$ cat config.mk
export PLATFORM = sky130hd
export DESIGN_NAME = udc_bus_ctrl
export DESIGN_NICKNAME = d
export VERILOG_FILES = /design/src/rtl/udc_ctrl_pkg.sv /design/src/rtl/udc_evt_mon.sv /design/src/rtl/udc_bus_ctrl.sv
export SDC_FILE = /design/constraint.sdc
export NUM_CORES = 1
export LEC_CHECK = 0
export CAP_MARGIN = 40
export CORE_MARGIN = 2
export CORE_UTILIZATION = 43
export CTS_CLUSTER_SIZE = 12
export DETAILED_ROUTE_END_ITERATION = 8
export GPL_TIMING_DRIVEN = 0
export PLACE_DENSITY = 0.78
export SLEW_MARGIN = 10
export SYNTH_ARGS = -nofsm -noshare
export SYNTH_HDL_FRONTEND = slang
export SYNTH_SLANG_ARGS = --single-unit
$ cat constraint.sdc
create_clock -name clk -period 1.8 [get_ports clk]
set_input_delay 0.27 -clock clk [delete_from_list [all_inputs] [get_ports clk]]
set_output_delay 0.27 -clock clk [all_outputs]
set_load 0.02 [all_outputs]
$ cat src/rtl/udc_ctrl_pkg.sv
// Shared types and defaults for the UDC bus controller: host command opcodes,
// controller FSM states and the default nwr/nrd strobe width.
package udc_ctrl_pkg;

  localparam int STROBE_CYCLES_DEFAULT = 2;

  typedef enum logic [1:0] {
    OP_WRITE   = 2'b00,
    OP_READ    = 2'b01,
    OP_START   = 2'b10,
    OP_ILLEGAL = 2'b11
  } cmd_op_t;

  typedef enum logic [2:0] {
    ST_IDLE   = 3'd0,
    ST_SETUP  = 3'd1,
    ST_STROBE = 3'd2,
    ST_HOLD   = 3'd3,
    ST_START  = 3'd4
  } state_t;

  // WRITE and READ are the only opcodes that run a chip-select bus cycle.
  function automatic logic is_bus_op(cmd_op_t op);
    return (op == OP_WRITE) || (op == OP_READ);
  endfunction

endpackage

$ cat src/rtl/udc_evt_mon.sv
// UDC status monitor: counts rising edges of ec_o (wrapping 8-bit count) and
// keeps a sticky error flag fed by err_o, cleared by clr_err (set has priority).
module udc_evt_mon (
  input  logic       clk,
  input  logic       reset_i,
  input  logic       ec_o,
  input  logic       err_o,
  input  logic       clr_err,
  output logic [7:0] ev_count,
  output logic       err_flag
);

  logic ec_prev_q;

  always_ff @(posedge clk) begin
    if (reset_i) begin
      ec_prev_q <= 1'b0;
      ev_count  <= 8'd0;
    end else begin
      ec_prev_q <= ec_o;
      if (ec_o && !ec_prev_q) begin
        ev_count <= ev_count + 8'd1;
      end
    end
  end

  always_ff @(posedge clk) begin
    if (reset_i) begin
      err_flag <= 1'b0;
    end else if (err_o) begin
      err_flag <= 1'b1;
    end else if (clr_err) begin
      err_flag <= 1'b0;
    end
  end

endmodule

$ cat src/rtl/udc_bus_ctrl.sv
// Host-command to UDC bus sequencer: runs WRITE/READ chip-select cycles with
// programmable strobe width, START pulses and illegal-op reporting.
//
// Handshake: cmd_valid/cmd_ready follow valid/ready semantics -- a command is
// taken on any rising edge where both are high; cmd_valid must hold its fields
// stable until then. rsp_valid is a single-cycle pulse with no back-pressure.
module udc_bus_ctrl
  import udc_ctrl_pkg::*;
#(
  parameter int STROBE_CYCLES = STROBE_CYCLES_DEFAULT
) (
  input  logic       clk,
  input  logic       reset_i,
  input  logic       cmd_valid,
  output logic       cmd_ready,
  input  logic [1:0] cmd_op,
  input  logic [1:0] cmd_addr,
  input  logic [7:0] cmd_wdata,
  output logic       rsp_valid,
  output logic [7:0] rsp_rdata,
  output logic       rsp_err,
  output logic       ncs,
  output logic       nwr,
  output logic       nrd,
  output logic       A0_i,
  output logic       A1_i,
  output logic       start_i,
  output logic [7:0] d_out,
  output logic       d_oe,
  input  logic [7:0] d_in,
  input  logic       ec_o,
  input  logic       err_o,
  input  logic       clr_err,
  output logic [7:0] ev_count,
  output logic       err_flag,
  output logic [2:0] dbg_state
);

  state_t     state_q, state_d;
  cmd_op_t    op_q, op_d;
  logic [3:0] cnt_q, cnt_d;
  logic       accept;
  logic       capture;

  logic bus_phase_d;
  logic ncs_d, nwr_d, nrd_d, d_oe_d, start_d;
  logic rsp_valid_d, rsp_err_d, cmd_ready_d;

  assign accept    = cmd_valid && cmd_ready && (state_q == ST_IDLE);
  assign dbg_state = state_q;

  always_ff @(posedge clk) begin
    if (reset_i) begin
      state_q <= ST_IDLE;
      op_q    <= OP_WRITE;
      cnt_q   <= 4'd0;
    end else begin
      state_q <= state_d;
      op_q    <= op_d;
      cnt_q   <= cnt_d;
    end
  end

  // Next state plus the output values that the next state will present; the
  // outputs are then registered so every pin comes straight from a flop.
  always_comb begin
    state_d = state_q;
    op_d    = op_q;
    cnt_d   = cnt_q;
    capture = 1'b0;

    case (state_q)
      ST_IDLE: begin
        if (accept) begin
          op_d    = cmd_op_t'(cmd_op);
          state_d = is_bus_op(op_d) ? ST_SETUP : ST_START;
        end
      end
      ST_SETUP: begin
        state_d = ST_STROBE;
        cnt_d   = 4'(STROBE_CYCLES - 1);
      end
      ST_STROBE: begin
        if (cnt_q == 4'd0) begin
          state_d = ST_HOLD;
          capture = (op_q == OP_READ);
        end else begin
          cnt_d = cnt_q - 4'd1;
        end
      end
      ST_HOLD:  state_d = ST_IDLE;
      ST_START: state_d = ST_IDLE;
      default:  state_d = ST_IDLE;
    endcase

    bus_phase_d = (state_d == ST_SETUP) || (state_d == ST_STROBE) || (state_d == ST_HOLD);
    ncs_d       = !bus_phase_d;
    nwr_d       = !((state_d == ST_STROBE) && (op_d == OP_WRITE));
    nrd_d       = !((state_d == ST_STROBE) && (op_d == OP_READ));
    d_oe_d      = bus_phase_d && (op_d == OP_WRITE);
    start_d     = (state_d == ST_START) && (op_d == OP_START);
    rsp_valid_d = (state_d == ST_HOLD) || (state_d == ST_START);
    rsp_err_d   = (state_d == ST_START) && (op_d == OP_ILLEGAL);
    cmd_ready_d = (state_d == ST_IDLE);
  end

  always_ff @(posedge clk) begin
    if (reset_i) begin
      cmd_ready <= 1'b0;
      ncs       <= 1'b1;
      nwr       <= 1'b1;
      nrd       <= 1'b1;
      A0_i      <= 1'b0;
      A1_i      <= 1'b0;
      start_i   <= 1'b0;
      d_out     <= 8'd0;
      d_oe      <= 1'b0;
      rsp_valid <= 1'b0;
      rsp_rdata <= 8'd0;
      rsp_err   <= 1'b0;
    end else begin
      cmd_ready <= cmd_ready_d;
      ncs       <= ncs_d;
      nwr       <= nwr_d;
      nrd       <= nrd_d;
      start_i   <= start_d;
      d_oe      <= d_oe_d;
      rsp_valid <= rsp_valid_d;
      rsp_err   <= rsp_err_d;
      // Address and write data are latched once at accept and held for the
      // whole chip-select window; START/illegal leave the bus untouched.
      if (accept && is_bus_op(op_d)) begin
        A1_i <= cmd_addr[1];
        A0_i <= cmd_addr[0];
        if (op_d == OP_WRITE) begin
          d_out <= cmd_wdata;
        end
      end
      if (capture) begin
        rsp_rdata <= d_in;
      end
    end
  end

  udc_evt_mon u_evt_mon (
    .clk      (clk),
    .reset_i  (reset_i),
    .ec_o     (ec_o),
    .err_o    (err_o),
    .clr_err  (clr_err),
    .ev_count (ev_count),
    .err_flag (err_flag)
  );

  a_no_dual_strobe: assert property (@(posedge clk) disable iff (reset_i) !(!nwr && !nrd));
  a_strobe_in_cs:   assert property (@(posedge clk) disable iff (reset_i) ncs |-> (nwr && nrd));

endmodule
==> reports/summary.txt, run 1 <==
status = finished clean
Worst VDD drop = 0.000606 V
total power draw = 2160 uW
drt via density = 4.91
Max Slew Vio Count = 0
Max Cap Viol = 0
Worst-Margin Slew = 451 ps
CP max-delay cell = or4b_1
setup bufs post-CTS = 0
final wirelength = 3740 um
Reg area = 901 um^2
final hold slack = 332 ps
Die X = 66.9 um
synthesized area = 0.00170 mm^2
global-route wire length before repair = 6110 um
Initial Utilization = 45.4%
DR vias = 1453
endpoint required time on the critical path = 1970 ps
pin count of the biggest net entering global routing = 15
FMAX = 580 MHz
post-synth cell types = 33
antenna violations before repair = 0
Post-DRT Antenna Nets = 0
Yosys reg bits = 45
WL/cell = 12.6 um
worst skew pair latency = 290 ps
PortBufs = 62
Rows = 22
Hold Startpoint = reset_i
Area Overhead vs Synth = 47.5%
Final Skew = 7.00 ps
CP cell instances = nor4b_4 -> nand2_2 -> mux2i_1 -> or4b_1
diode count = 0
CTS H-tree lvls = 2
total grt overflow = 0
vias in the first global route = 1453
RD Place Congestion = 0.842
CTS tree = yes
HP Class = in -> reg
clock sinks = 45
Die H = 66.9 um
Setup Crit Path Kind = reg -> reg
cts bufs inserted = 5
GRT Util Overall = 17.9%
CTS resizes = 2
Worst Setup Start Kind = register
Critical Path AT = 1890 ps
nets = 275
Root Buffer = clkbuf_8
Seq/Total Area, Yosys = 53.0%
worst r2r src = dbg_state[2]
Crit. End Element = register
CP peak stage delay = 450 ps
Pwr Density = 860 mW/mm^2
Ports = 64
core footprint = 0.00374 mm^2
Pre-antenna DRT Iters = 4
Mapped Cells = 178
Multi-input gate area = 754 um^2
Lkg Pwr = 0.00101 uW
CP top delay family = simple AND/OR/NAND/NOR gates
RSZ-0062 raised after global routing = no
die area = 0.00447 mm^2
CTS clk-pin slew, worst paths = 80 ps
worst path buffer plus inverter count = 0
Post-CTS Hold Buffers = 0
Detail Placement HPWL = 2790 um
Setup crit start = dbg_state[2]
clock buffer depth = 2
DRC Markers = 0
min Tclk post-route = 1720 ps
Yosys Warn Count = 0
worst rel slew slack = 69.9%
Final Setup Violations = 0
fill count = 325
Fin. Hold Viols = 0
Mean Syn Cell Area = 9.55 um^2
critical path fanouts, max = 6
initial detailed-routing violation count = 74
Mapped Nets = 206
Final period util = 95.7%
layout cell share with drive strength beyond 1 = 7.26%
==> logic make-up after synthesis <==
| kind of cell | synth area share [%] |
|---|---|
| buffers and inverters | 3.02 |
| muxes | 8.24 |
| and+or+nand+nor | 24.1 |
| adders and majority gates | 1.47 |
| AOI/OAI and AO/OA | 6.03 |
| xor gates and xnor gates | 4.12 |
| DFF | 53.0 |
==> power by group <==
part / internal, uW / total [uW] / switching (uW)
clock network: 451 / 780 / 329
registers: 1030 / 1060 / 28.5
logic: 162 / 315 / 153
==> sequential cells by signal, indices dropped and copies added, names as in the netlist <==
| register | count |
|---|---|
| op_q | 2 |
| rsp_err | 1 |
| rsp_rdata | 8 |
| A1_i | 1 |
| nrd | 1 |
| rsp_valid | 1 |
| nwr | 1 |
| u_evt_mon.ev_count | 8 |
| cmd_ready | 1 |
| dbg_state | 3 |
| u_evt_mon.err_flag | 1 |
| cnt_q | 4 |
| ncs | 1 |
| d_out | 8 |
| u_evt_mon.ec_prev_q | 1 |
| d_oe | 1 |
| A0_i | 1 |
| start_i | 1 |
==> final timing paths <==
kind / endpoint / slack (ps) / cells after the start
max: nrd / 80 / 4
max reg2reg: nrd / 80 / 4
min: u_evt_mon.ec_prev_q / 330 / 2
min reg2reg: d_out[3] / 460 / 2
==> placed cells by master, fill, tap and decap left out, drive strengths merged, types with 2 or more instances in the layout <==
cell / count
clkbuf: 12
clkdlybuf4s50: 62
dfxtp: 45
buf: 2
nand4: 4
nor2: 26
nor4: 2
nor3b: 3
nand2: 15
mux2i: 14
nor3: 4
nand3: 10
xnor2: 2
a21oi: 13
ha: 2
nor2b: 2
and3: 3
xor2: 6
inv: 5
or3: 3
==> synth_stat cells (all sizes together) <==
master	count	area [um^2]
nor4	2	12.5
o21ai	1	5.00
or3	3	18.8
xor2	6	52.6
buf	2	10.0
nand4	4	25.0
a211oi	1	7.51
nor3	4	20.0
mux2i	14	140
nor4b	1	23.8
inv	5	18.8
nor2	26	97.6
nor2b	2	12.5
xnor2	2	17.5
a2bb2oi	1	8.76
or4b	1	10.0
and3	3	18.8
clkbuf	6	22.5
ha	2	25.0
and2	1	6.26
nand4b	1	8.76
dfxtp	45	901
o31a	1	8.76
nor3b	3	27.5
a21boi	1	7.51
or3b	1	8.76
nand3	10	55.1
or2	1	6.26
nand2	15	58.8
a21oi	13	65.1
==> per-layer routing <==
layer / part of all wire (%) / GRT usage (%) / wire [um] / vias up
met2: 47 / 31.4 / 1750 / 53
li1: - / - / - / 748
met3: 8.9 / 6.42 / 332 / 4
met5: 0 / 0 / 0 / -
met4: 0.80 / 5.36 / 30 / 0
met1: 44 / 20.3 / 1630 / 648
==> layout make-up <==
class,count,area share (%)
Buffer,8,1.30
Clock buffer,6,3.29
Clock inverter,2,1.50
Inverter,5,0.749
Multi-Input combinational cell,120,30.1
Sequential cell,45,35.9
Tap cell,48,2.40
Timing Repair Buffer,62,24.8
==> per-stage QoR <==
stage / utilization, % / setup TNS (ps) / cell area, um^2 / instances / setup slack [ps]
after floorplan: - / 0 / 1700 / 178 / 152
after global placement: 63.6 / -1370 / 2380 / 288 / -401
after detailed placement: 63.6 / -1100 / 2380 / 288 / -369
after CTS: 67.0 / 0 / 2510 / 296 / 64.0
after global routing: 67.0 / 0 / 2510 / 296 / 2.33
final: 67.0 / 0 / 2510 / 296 / 76.8
No activity file was read; power rests on OpenSTA's default activity.
==> run 2: changes to the inputs <==
--- a/config.mk
+++ b/config.mk
@@ -6,7 +6,7 @@
 export NUM_CORES = 1
 export LEC_CHECK = 0
 export CAP_MARGIN = 40
-export CORE_MARGIN = 2
+export CORE_MARGIN = 1
 export CORE_UTILIZATION = 43
 export CTS_CLUSTER_SIZE = 12
 export DETAILED_ROUTE_END_ITERATION = 8
==> run 2 against run 1 <==
  * Combinational power barely moved
  * Via count up 1.7%
  * Highest routed layer unchanged
  * Core utilization up 0.40 points
  * Largest power group unchanged
==> reports/summary.txt, run 2 (synthesized netlist as in run 1, its figures left out) <==
initial detailed-routing violation count = 80
pin count of the biggest net entering global routing = 14
Worst VDD drop = 0.000600 V
DR vias = 1477
post-route non-filler standard cell count = 296
Final period util = 94.7%
CP peak stage delay = 660 ps
endpoint required time on the critical path = 1530 ps
Lkg Pwr = 0.00101 uW
met3 wire len = 336 um
Multi-input gate area = 754 um^2
Post-DRT Antenna Nets = 0
Die X = 64.9 um
cts bufs inserted = 5
critical path fanouts, max = 6
most common cell after layout, fill and taps aside = clkdlybuf4s50_1
Ports = 64
Worst Setup Slack post-DPL = -371 ps
most frequent cells in the layout = 62 x clkdlybuf4s50_1, 45 x dfxtp_1, 25 x nor2_1
Reg area = 901 um^2
Max Cap Viol = 0
Rows = 22
Worst-Margin Slew = 464 ps
status = finished clean
nets = 275
top layer in use = met4
global-route wire length before repair = 5540 um
final hold slack = 331 ps
die area = 0.00421 mm^2
Final Skew = 6.98 ps
CP max-delay cell = clkdlybuf4s50_1
worst skew pair latency = 290 ps
Hold Startpoint = reset_i
RSZ-0062 raised after global routing = no
Root Buffer = clkbuf_8
Final Setup Violations = 0
layout cell share with drive strength beyond 1 = 6.85%
CP cell instances = clkdlybuf4s50_1
Setup Crit Path Kind = reg -> out
Inst Count DP = 288
worst path buffer plus inverter count = 1
FMAX = 587 MHz
CTS tree = yes
vias in the first global route = 1306
CP top delay family = buffers and inverters
Worst Setup Start Kind = register
DRC Markers = 0
Critical Path AT = 1430 ps
final wirelength = 3480 um
Pre-antenna DRT Iters = 4
total grt overflow = 0
Area Overhead vs Synth = 47.2%
fill count = 333
met2 WL post-DR = 1580 um
worst r2r src = dbg_state[1]
core footprint = 0.00372 mm^2
Max Slew Vio Count = 0
Cell Area, Placed = 0.00238 mm^2
worst rel slew slack = 69.0%
CTS H-tree lvls = 2
HP Class = in -> reg
Die H = 64.9 um
Finished Cell Area = 0.00250 mm^2
Pwr Density = 856 mW/mm^2
worst reg2reg path depth = 4
hold path depth = 2
Hold Path End = u_evt_mon.ec_prev_q
setup ws final = 95.3 ps
Reg-to-Reg End = nrd
Initial Utilization = 45.8%
antenna violations before repair = 0
Largest regs = d_out: 8 flops, rsp_rdata: 8 flops, u_evt_mon.ev_count: 8 flops
diode count = 0
min Tclk post-route = 1700 ps
clock buffer depth = 2
Crit. End Element = primary output
drt via density = 4.99
WL/cell = 11.8 um
clock sinks = 45
RD Place Congestion = 0.853
Fin. Hold Viols = 0
DRT met1 WL = 1560 um
Detail Placement HPWL = 2520 um
CTS clk-pin slew, worst paths = 80 ps
PortBufs = 62
reg2reg setup slack = 120 ps
GRT Util Overall = 17.3%
==> run 2: changes by cell type in the layout (fill, tap and decap cells not counted), sizes merged <==
cell,change
clkinvlp,-1
clkbuf,+1
==> run 2: routing by layer <==
| metal | GRT usage [%] | vias to the layer above |
|---|---|---|
| met3 | 8.10 | 2 |
| met1 | 19.6 | 669 |
| li1 | - | 746 |
| met5 | 0 | - |
| met2 | 28.6 | 60 |
| met4 | 5.00 | 0 |
==> run 2: how the worst max path moves through the flow <==
stage	slack [ps]	to	depth (start not counted)	from
final	100	dbg_state[2]	1	dbg_state[2]
after global routing	6	nrd	4	dbg_state[1]
after CTS	80	dbg_state[2]	1	dbg_state[2]
after detailed placement	-370	nwr	5	cmd_op[0]
after global placement	-340	nwr	5	cmd_op[1]
after floorplan	150	nrd	4	dbg_state[2]
==> run 2: area by class of cell <==
cell class,count,share of cell area (%)
inverter,5,0.750
multi-input combinational,120,30.1
tap,48,2.40
clock inverter,1,1.20
buffer,8,1.30
clock buffer,7,3.45
timing repair buffer,62,24.8
sequential,45,36.0
==> run 2: repair_timing <==
item                                    in CTS  in global routing
gates resized for setup                      2                  0
endpoints found under the setup margin       2                  1
buffers inserted                             0                  0
hold buffers                                 0                  0
pin swaps                                    0                  1
==> run 2: per-stage QoR <==
stage	util, %	power [uW]	TNS, ps
finish	67.4	2140	0
floorplan	-	1260	0
CTS	67.4	2170	0
global route	67.4	2240	0
detailed placement	64.1	1400	-1120
global placement	64.1	1390	-813
==> run 2: power by group <==
part | internal [uW] | switching (uW) | leakage (uW)
clock | 452 | 315 | 0.0000585
combinational | 162 | 152 | 0.000586
sequential | 1030 | 28.7 | 0.000365
==> run 3: changes to the inputs <==
--- a/config.mk
+++ b/config.mk
@@ -7,11 +7,13 @@
 export LEC_CHECK = 0
 export CAP_MARGIN = 40
 export CORE_MARGIN = 1
-export CORE_UTILIZATION = 43
+export CORE_UTILIZATION = 39
 export CTS_CLUSTER_SIZE = 12
 export DETAILED_ROUTE_END_ITERATION = 8
 export GPL_TIMING_DRIVEN = 0
-export PLACE_DENSITY = 0.78
+export PLACE_DENSITY = 0.75
+export REMOVE_ABC_BUFFERS = 1
+export SETUP_SLACK_MARGIN = 0.15
 export SLEW_MARGIN = 10
 export SYNTH_ARGS = -nofsm -noshare
 export SYNTH_HDL_FRONTEND = slang
==> constraint.sdc (replaced) <==
create_clock -name clk -period 1.45 [get_ports clk]
set_input_delay 0.2175 -clock clk [delete_from_list [all_inputs] [get_ports clk]]
set_output_delay 0.2175 -clock clk [all_outputs]
set_load 0.02 [all_outputs]
==> run 3 against run 2 <==
  * The run now ends with negative setup slack left
  * Global-route usage increased by 3.7 points
  * Clock skew hardly changed
  * Sequential share of layout area is 4.9 points lower
  * Clock power is 3.5% higher
  * Largest cell class is now multi-input combinational cells
  * Highest routed layer unchanged
==> reports/summary.txt, run 3 (synthesized netlist as in run 1, its figures left out) <==
Area Overhead vs Synth = 72.2%
Max Cap Viol = 0
pin count of the biggest net entering global routing = 46
Fin. Hold Viols = 0
DRC Markers = 0
most frequent cells in the layout = 40 x dfxtp_1, 29 x dlygate4sd2_1, 24 x clkdlybuf4s50_1
Worst-Margin Slew = 960 ps
DR vias = 1582
fill count = 308
Crit. End Element = register
final wirelength = 4720 um
status = finished, violations left
Detail Placement HPWL = 2520 um
initial detailed-routing violation count = 56
core footprint = 0.00409 mm^2
Final period util = 115%
layout cell share with drive strength beyond 1 = 35.6%
Pwr Density = 942 mW/mm^2
Setup Crit Path Kind = reg -> reg
failing checks = negative setup slack
Largest regs = d_out: 8 flops, rsp_rdata: 8 flops, u_evt_mon.ev_count: 8 flops
Ports = 64
total power draw = 2760 uW
PortBufs = 63
Hold Startpoint = d_out[5]
drt via density = 4.99
antenna violations before repair = 0
CTS clk-pin slew, worst paths = 90 ps
vias in the first global route = 1503
Max Slew Vio Count = 0
min Tclk post-route = 1670 ps
FMAX = 600 MHz
setup_tns = -3440 ps
global-route wire length before repair = 7030 um
Worst Setup Start Kind = register
GRT Util Overall = 21.0%
cts bufs inserted = 5
Die X = 68.0 um
Rows = 23
Lkg Pwr = 0.00131 uW
die area = 0.00463 mm^2
Worst VDD drop = 0.000744 V
setup ws final = -217 ps
final hold slack = 458 ps
CTS H-tree lvls = 2
Pre-antenna DRT Iters = 4
worst skew pair latency = 310 ps
worst rel slew slack = 36.0%
CTS tree = yes
clock buffer depth = 2
Final Setup Violations = 27
Initial Utilization = 41.6%
Worst Setup Slack post-DPL = -700 ps
most common cell after layout, fill and taps aside = dfxtp_1
Setup crit start = dbg_state[2]
RSZ-0062 raised after global routing = yes
diode count = 0
Final Skew = 7.13 ps
HP Class = reg -> reg
Root Buffer = clkbuf_8
Post-DRT Antenna Nets = 0
endpoint required time on the critical path = 1630 ps
WL/cell = 14.9 um
Die H = 68.0 um
critical path fanouts, max = 7
clock sinks = 45
total grt overflow = 0
worst r2r src = dbg_state[2]
Critical Path AT = 1850 ps
nets = 294
RD Place Congestion = 0.718
run 3: cell count changes in the layout (fill, tap and decap cells not counted), moves of 5 or more:
cell and change:
a21oi_1 -10, a21oi_2 +9, buf_4 +12, buf_6 +13
clkbuf_1 -7, clkdlybuf4s15_1 +5, clkdlybuf4s50_1 -38, dfxtp_1 -5
dlygate4sd2_1 +29, nand2_1 -10, nand2_4 +7, nand3_1 -7
nand3_2 +5
run 3: stage by stage:
stage | util, % | instances | area, um^2
final | 71.6 | 317 | 2930
after detailed placement | 57.7 | 283 | 2360
after global placement | 57.8 | 283 | 2360
after floorplan | - | 170 | 1670
after CTS | 68.5 | 311 | 2800
after global routing | 71.6 | 317 | 2930
run 3: timing repair:
action                     4_1_cts  5_1_grt
resized for setup              109       28
cloned                           0        0
buffers inserted                20        6
setup endpoints to repair       78       46
hold buffers                     0        0
pin swaps                       24       10
run 3: path summary, 6_finish.rpt:
| check | slack [ps] | cells past startpoint | endpoint |
|---|---|---|---|
| hold reg to reg | 460 | 2 | d_out[5] |
| setup / recovery | -220 | 3 | nrd |
| hold / removal | 460 | 2 | d_out[5] |
| setup reg to reg | -220 | 3 | nrd |
run 3: layout make-up:
cell class              instances  area, um^2  share of cell area, %
clock buffers                   5        68.8                   2.35
clock inverters                 3        21.3                  0.726
inverters                       5        18.8                  0.641
multi-input cells             120        1000                   34.1
flip-flops and latches         45         910                   31.1
well taps                      50        62.6                   2.14
repair buffers                 89         847                   28.9
run 3: critical path, cell delays in order (launching register included):
cell     delay (ps)
dfxtp_2         380
nor3b_2         470
a21oi_4         160
or4b_1          530
run 3: layer usage:
metal | vias to the layer above | wire, um | track usage, %
li1 | 781 | - | -
met1 | 745 | 2030 | 24.4
met2 | 47 | 2380 | 35.2
met3 | 9 | 234 | 6.17
met4 | 0 | 73 | 9.64
met5 | - | 0 | 0
run 3: report_power, final:
| group | leakage, uW | internal (uW) | switching [uW] |
|---|---|---|---|
| Clock | 0.0000445 | 342 | 452 |
| Sequential | 0.000368 | 1290 | 43.1 |
| Combinational | 0.000895 | 348 | 289 |
==> variant (config.mk and constraints of run 2) <==
Register the output `ev_count`, without a reset; this adds one clock of latency there. The other outputs are not delayed to match.
--- a/src/rtl/udc_bus_ctrl.sv
+++ b/src/rtl/udc_bus_ctrl.sv
@@ -36,4 +36,6 @@
   output logic [2:0] dbg_state
 );
+
+  logic [7:0] ev_count_d;
 
   state_t     state_q, state_d;
@@ -149,5 +151,5 @@
     .err_o    (err_o),
     .clr_err  (clr_err),
-    .ev_count (ev_count),
+    .ev_count (ev_count_d),
     .err_flag (err_flag)
   );
@@ -156,3 +158,7 @@
   a_strobe_in_cs:   assert property (@(posedge clk) disable iff (reset_i) ncs |-> (nwr && nrd));
 
+  always_ff @(posedge clk) begin
+    ev_count <= ev_count_d;
+  end
+
 endmodule
Function: changed (a bounded check fails within 4 cycles, from zero or initial values and one cycle with reset_i high).
==> variant against run 2 <==
Routed wire length increased by 36%; global-route usage increased by 1.7 points; worst setup slack got worse by 13 ps; core utilization decreased by 4.6 points; power increased by 7.9%; design area increased by 19%; sequential cell count increased by 8; area after synthesis increased by 25%; via count increased by 20%.
==> variant: results (changes against run 2) <==
Layout:
- The area fraction of clock buffers and clock inverters is 0.0306 (-0.0159).
- The final net count is 312 (+13%).
- The final-layout non-clock buffer area share is 0.237 (-0.0235).
- The total number of multi-input combinational cells is 144 (+20%).
- The layout cell share with drive strength beyond 1 is 0.109 (+0.0402).
- The layout clock buffer count is 5 (-2).

Pwr:
- The leakage power figure is 1.02 nW (+0.60%).

GRT:
- The fraction of met2 tracks used by global routing is 0.304 (+0.0178).
- The pin count of the biggest net entering global routing is 18 (+4).
- The number of global-route vias before repair came to 1,632 (+25%).
- The global-route met3 utilization is 0.0569 (-0.0240).

Yosys:
- The synthesized-area fraction occupied by xor and xnor cells is 0.0123 (-0.0289).
- The netlist area before placement was 2130 µm² (+25%).
- The post-synthesis compound-gate area fraction is 0.134 (+0.0740).

Placement:
- The post-detailed-placement half-perimeter wirelength is 3310 µm (+32%).
- The worst-case setup slack after placement is -291 ps (+79.3 ps).
- The post-placement cell area was 2840 µm² (+19%).

Clock tree:
- The number of buffers inserted by post-CTS setup repair came to 1 (+1).
- The quantity of gates resized following cts was 0 (-2).

Setup path:
- The arrival time reported for the critical path endpoint is 1950 ps (+520 ps).
- The maximum fanout encountered on the critical timing path is 5 (-1).

Routing:
- The via density per instance is 5.05 (+1.1%).
- The wire length the detailed router placed on met1 was 2180 µm (+40%).
- The number of DRC violations after detailed-routing iteration 0 was 84 (+5.0%).
- The total vias in the final route is 1,776 (+20%).
- The met2 layer wire length in the routed design is 2260 µm (+43%).

Status:
- The run finished with clean final reports.

Hold path:
- The worst hold path belongs to the class reg -> reg.
variant: cell count changes after synthesis, sizes merged, moves of 4 or more:
cell / before / now
o21ai: 1 / 14
o31ai: 0 / 4
nand2: 15 / 2
clkbuf: 6 / 10
a21oi: 13 / 22
nand2b: 0 / 22
dfxtp: 45 / 53
nor2: 26 / 7
xor2: 6 / 0
or4: 0 / 6
variant: worst paths after layout:
check | startpoint | slack, ps | to | cells after the start
worst min-delay path | u_evt_mon.ev_count[2] | 370 | ev_count[2] | 0
worst min register to register | u_evt_mon.ev_count[2] | 370 | ev_count[2] | 0
worst max-delay path | cnt_q[0] | 80 | cnt_q[0] | 6
worst max register to register | cnt_q[0] | 80 | cnt_q[0] | 6
variant: power by group:
group          total [W]  switching, W  internal [W]
Clock           0.000676      0.000400      0.000276
Combinational   0.000396      0.000197      0.000199
Sequential       0.00124     0.0000287       0.00121
Total            0.00231      0.000625       0.00169
